--- config.mk ---
export PLATFORM = sky130hd
export DESIGN_NAME = arbitro_memoria_dados
export DESIGN_NICKNAME = d
export VERILOG_FILES = /design/src/rtl/arbitro_memoria_dados_pkg.sv /design/src/rtl/arbitro_memoria_dados_seletor_rr.sv /design/src/rtl/arbitro_memoria_dados.sv
export SDC_FILE = /design/constraint.sdc
export NUM_CORES = 1
export LEC_CHECK = 0
export ABC_AREA = 1
export BUFFER_PORTS_ARGS = -buffer_cell sky130_fd_sc_hd__buf_4
export CORE_MARGIN = 4
export CORE_UTILIZATION = 54
export DETAILED_ROUTE_END_ITERATION = 7
export PLACE_DENSITY = 0.91
export SETUP_SLACK_MARGIN = 0.4
export SLEW_MARGIN = 20
export SYNTH_ARGS = -nofsm -noshare
export SYNTH_HDL_FRONTEND = slang
export SYNTH_SLANG_ARGS = --single-unit
--- constraint.sdc ---
create_clock -name clock -period 13 [get_ports clock]
set_input_delay 1.3 -clock clock [delete_from_list [all_inputs] [get_ports clock]]
set_output_delay 1.3 -clock clock [all_outputs]
set_load 0.01 [all_outputs]
--- src/rtl/arbitro_memoria_dados_pkg.sv ---
// Shared definitions for the two-port data-memory arbiter: state encoding and default width.
package arbitro_memoria_dados_pkg;

  localparam int LARGURA_PADRAO = 32;

  typedef enum logic [1:0] {
    OCIOSO  = 2'd0,
    ATENDE  = 2'd1,
    ESPERA  = 2'd2,
    CONCLUI = 2'd3
  } estado_t;

  // States in which the memory bus carries the latched address and data.
  function automatic logic em_acesso(input estado_t e);
    return (e == ATENDE) || (e == ESPERA);
  endfunction

endpackage

--- src/rtl/arbitro_memoria_dados_seletor_rr.sv ---
// Two-way round-robin selector: a lone requester wins; on a tie the port not served last wins.
module arbitro_memoria_dados_seletor_rr (
  input  logic req0,
  input  logic req1,
  input  logic ultimo,
  output logic concede,
  output logic vencedor
);

  assign concede  = req0 | req1;
  assign vencedor = (req0 && req1) ? ~ultimo : req1;

endmodule

--- src/rtl/arbitro_memoria_dados.sv ---
// Arbitrates two requesters (CPU, DMA/debug) onto one data memory; all outputs are registered.
// Handshake: req (with we/end/dado) is sampled only at the grant edge; ack pulses once per transaction.
module arbitro_memoria_dados
  import arbitro_memoria_dados_pkg::*;
#(
  parameter int LARGURA          = LARGURA_PADRAO,
  parameter int LATENCIA_LEITURA = 1
) (
  input  logic               clock,
  input  logic               reset,
  input  logic               req0,
  input  logic               req1,
  input  logic               we0,
  input  logic               we1,
  input  logic [LARGURA-1:0] end0,
  input  logic [LARGURA-1:0] end1,
  input  logic [LARGURA-1:0] dado0,
  input  logic [LARGURA-1:0] dado1,
  output logic               ack0,
  output logic               ack1,
  output logic [LARGURA-1:0] lido0,
  output logic [LARGURA-1:0] lido1,
  output logic               mem_memRead,
  output logic               mem_memWrite,
  output logic [LARGURA-1:0] mem_endereco,
  output logic [LARGURA-1:0] mem_dadoEscrita,
  input  logic [LARGURA-1:0] mem_dadoLido,
  output logic               ocupado,
  output logic [1:0]         estado_dbg
);

  localparam logic [1:0] ULTIMO_CICLO = 2'(LATENCIA_LEITURA - 1);

  estado_t             estado, prox;
  logic [1:0]          contador, prox_contador;
  logic                porta, prox_porta;
  logic                ultimo;
  logic                lat_we, prox_we;
  logic [LARGURA-1:0]  lat_end, prox_end;
  logic [LARGURA-1:0]  lat_dado, prox_dado;
  logic                concede, vencedor;
  logic                captura;

  arbitro_memoria_dados_seletor_rr u_seletor (
    .req0     (req0),
    .req1     (req1),
    .ultimo   (ultimo),
    .concede  (concede),
    .vencedor (vencedor)
  );

  assign estado_dbg = estado;

  always_ff @(posedge clock or posedge reset) begin
    if (reset) begin
      estado   <= OCIOSO;
      contador <= '0;
      porta    <= 1'b0;
      ultimo   <= 1'b1;
      lat_we   <= 1'b0;
      lat_end  <= '0;
      lat_dado <= '0;
    end else begin
      estado   <= prox;
      contador <= prox_contador;
      porta    <= prox_porta;
      lat_we   <= prox_we;
      lat_end  <= prox_end;
      lat_dado <= prox_dado;
      if (estado == CONCLUI) ultimo <= porta;
    end
  end

  always_comb begin
    prox          = estado;
    prox_contador = contador;
    prox_porta    = porta;
    prox_we       = lat_we;
    prox_end      = lat_end;
    prox_dado     = lat_dado;
    captura       = 1'b0;
    case (estado)
      OCIOSO: begin
        if (concede) begin
          prox       = ATENDE;
          prox_porta = vencedor;
          prox_we    = vencedor ? we1   : we0;
          prox_end   = vencedor ? end1  : end0;
          prox_dado  = vencedor ? dado1 : dado0;
        end
      end
      ATENDE: begin
        if (lat_we) begin
          prox = CONCLUI;
        end else begin
          prox          = ESPERA;
          prox_contador = '0;
        end
      end
      ESPERA: begin
        if (contador == ULTIMO_CICLO) begin
          prox    = CONCLUI;
          captura = 1'b1;
        end else begin
          prox_contador = contador + 2'd1;
        end
      end
      CONCLUI: prox = OCIOSO;
      default: prox = OCIOSO;
    endcase
  end

  // Outputs are decoded from the next state so they change on the same edge as the state.
  always_ff @(posedge clock or posedge reset) begin
    if (reset) begin
      ack0            <= 1'b0;
      ack1            <= 1'b0;
      lido0           <= '0;
      lido1           <= '0;
      mem_memRead     <= 1'b0;
      mem_memWrite    <= 1'b0;
      mem_endereco    <= '0;
      mem_dadoEscrita <= '0;
      ocupado         <= 1'b0;
    end else begin
      mem_memWrite    <= (prox == ATENDE) && prox_we;
      mem_memRead     <= ((prox == ATENDE) && !prox_we) || (prox == ESPERA);
      mem_endereco    <= em_acesso(prox) ? prox_end  : '0;
      mem_dadoEscrita <= em_acesso(prox) ? prox_dado : '0;
      ack0            <= (prox == CONCLUI) && !prox_porta;
      ack1            <= (prox == CONCLUI) && prox_porta;
      ocupado         <= (prox != OCIOSO);
      if (captura && !porta) lido0 <= mem_dadoLido;
      if (captura && porta)  lido1 <= mem_dadoLido;
    end
  end

endmodule

==> flow_summary.yaml <==
timing:
  fin_crit_sh_pct: 27.51
  rsz0062_at_grt: "false"
  fmaxAchievable_mhz: 279.7
  worst_pin_slew_ns: 0.9895
  slew_headroom_pct: 33.88
  drv_slew: 0
  finClkSkew_ns: 0.01242
  setup_tns_ns: 0
  fin_crit_ns: 3.576
  hold_viol_final: 0
  setup_violations: 0
grt:
  grt_pass1_vias: 7144
  met3_usage_pct: 6.122
  antenna_found_initial: 0
  grt_pass1_wl_um: 34980
  grt_util_met1_pct: 29.81
  grt_use_met2_pct: 43.34
  busiest_layer: "met2"
  grt-ovfl-total: 0
  grtUsageTotal_pct: 24.31
  grt_max_degree: 117
place:
  dp_hpwl_um: 15090
  post_dp_cell_area_mm2: 0.01068
  port_buffers: 300
  gp_congestion: 0.8033
detailed_routing:
  drc: 0
  dr.pass1.iters: 4
  dr_total_vias: 7133
  avgRoutedWirePerCell_um: 15.59
  postRouteAntennaNets: 0
  drt_iter0_markers: 324
  postRouteWirelength_um: 21820
  post_drt_via_cell_ratio: 5.095
synthesis:
  synth_seq_cells: 204
  ys_seq_area_share_pct: 60.75
  synth_top_area_share_pct: 60.43
  synth.avg_cell_area_um2: 9.067
  synthCells: 927
  synth_fp_nets: 1103
  syn_area_mm2: 0.008406
  synth.distinct_cells: 24
  yosys_warnings: 0
  synth_area_leaders: "dfrtp_1, nand2_1, nand3_1"
  yosys.area.top_type: "dfrtp_1"
clocking:
  cts.sinks: 204
  clk_pin_slew_ns: 0.06
  cts_resized: 0
  cts_buffers: 21
  root_buffer: "clkbuf_16"
  clk_latency_ns: 0.48
  htreeDepth: 1
  clockBufferDepth: 3
  cts_tree: "yes"
  ctsHoldBuffers: 0
  post-cts-setup-buffer-count: 0
floorplanning:
  die_h_um: 132.8
  core.rowCount: 45
  die_x_um: 132.8
  initial_core_util_pct: 55.29
  dieArea_mm2: 0.01763
  core_area_mm2: 0.01520
  ioPinCount: 301
worst_hold_path:
  holdCritPathClass: "flip-flop to flip-flop"
power:
  p_seq_share_pct: 36.1
  ir_drop_uv: 192.1
  p_int_mw: 1.862
  power.density_mw_per_mm2: 265.3
  combPwrFrac_pct: 45.1
  p_sw_share_pct: 38.11
  p_leak_nw: 6.117
  p_clk_share_pct: 18.8
  switchingPower_mw: 1.146
final_layout:
  final_cell_mix: "buf_4, nand2_1, dfrtp_1"
  layout_commonest_cell: "buf_4"
  drive_above_1_share_pct: 31.27
  final_nets: 1375
  area_growth_pct: 34.91
  finalInstanceArea_mm2: 0.01134
  n_fill_cell: 1048
  diodes: 0
  final_util_pct: 74.59
setup_path:
  end_kind: "flip-flop"
  cp_cell_sequence: "buf_4 > nor2_2 > nor2_4 > buf_4 > nand3_1 > nand2_1 > nor2_1"
  cp-start-kind: "primary input"
  path_class: "primary input to flip-flop"
  required_ns: 13.35
  slowest_delay_ns: 0.77
  crit_buf_inv: 2
  path_max_fanout: 81
  cpMostUsedCell: "buf_4"
  crit_family: "buffers and inverters"
  cp_slowest_cell: "nor2_4"
  arrival_ns: 3.92
run:
  maxCapViolations: 0
outcome:
  outcome: "finished clean"
==> power by group through the flow <==
stage	Sequential (mW)	Clock (mW)	Combinational [mW]
floorplan	1.17	0	0.728
global route	1.12	0.599	1.52
CTS	1.09	0.575	1.38
detailed placement	1.09	0	1.37
finish	1.08	0.566	1.36
global placement	1.08	0	1.31
==> cells in the mapped netlist, drive strengths merged <==
library cell	number
a21boi	1
a21oi	1
a31oi	1
buf	32
clkbuf	23
dfrtp	203
dfstp	1
ha	10
inv	112
mux2	1
nand2	209
nand3	135
nor2	68
o21ai	65
or2	65
==> sequential cells by signal, summed over array words and instances (netlist names), 2 cells and up <==
name             cells
mem_dadoEscrita     32
mem_endereco        32
lido1               32
contador             2
lat_end             32
lat_dado            32
estado_dbg           2
lido0               32
==> routing by layer <==
layer  wire, um  part of all wire [%]
met5          0                     0
met4        410                   1.9
met3       1941                   8.9
met2      11200                    51
met1       8274                    38
==> cells by family (layout without fill, tap and decap cells) <==
kind of cell               after synthesis  after routing  synth area share [%]
and+or+nand+nor                        477            477                 25.36
muxes                                    1              1                0.1340
DFF                                    204            204                 60.75
AOI/OAI and AO/OA                       68             68                 4.094
buffers and inverters                  167            452                 8.172
adders and majority gates               10             10                 1.489
==> worst min-delay path: stages, from the launching register on <==
cell     delay [ns]
dfrtp_1        0.35
nand2_1        0.05
nand2_1        0.05
==> worst paths after layout <==
| check | slack (ns) | depth (start not counted) | from | end |
|---|---|---|---|---|
| max in group asynchronous | 10.74 | 3 | reset | estado_dbg[0]$_DFF_PP0_ |
| setup / recovery | 9.42 | 7 | req1 | mem_endereco[25]$_DFF_PP0_ |
| hold reg to reg | 0.49 | 2 | contador[1]$_DFFE_PP0P_ | contador[1]$_DFFE_PP0P_ |
| min in group asynchronous | 0.93 | 2 | reset | lido0[1]$_DFFE_PP0P_ |
| hold / removal | 0.49 | 2 | contador[1]$_DFFE_PP0P_ | contador[1]$_DFFE_PP0P_ |
| setup reg to reg | 10.18 | 8 | estado_dbg[0]$_DFF_PP0_ | mem_endereco[25]$_DFF_PP0_ |
==> stage by stage <==
stage                     std cells  hold WS [ns]  setup slack [ns]  power, mW
after floorplan                 927        0.4419             6.134      1.893
after global placement         1364        0.4595             8.998      2.390
after detailed placement       1364        0.4678             8.930      2.460
after CTS                      1400        0.4858             9.426      3.043
after global routing           1400        0.5090             9.152      3.239
final                          1400        0.4862             9.424      3.008
==> layout make-up <==
type	instances	area (um^2)	share of cell area (%)
Clock inverter	6	65.06	0.5738
Timing Repair Buffer	304	2286	20.16
Clock buffer	30	579.3	5.109
Multi-Input combinational cell	556	2640	23.28
Sequential cell	204	5106	45.03
Tap cell	188	235.2	2.074
Inverter	112	427.9	3.774
No activity file was read; power rests on OpenSTA's default activity.
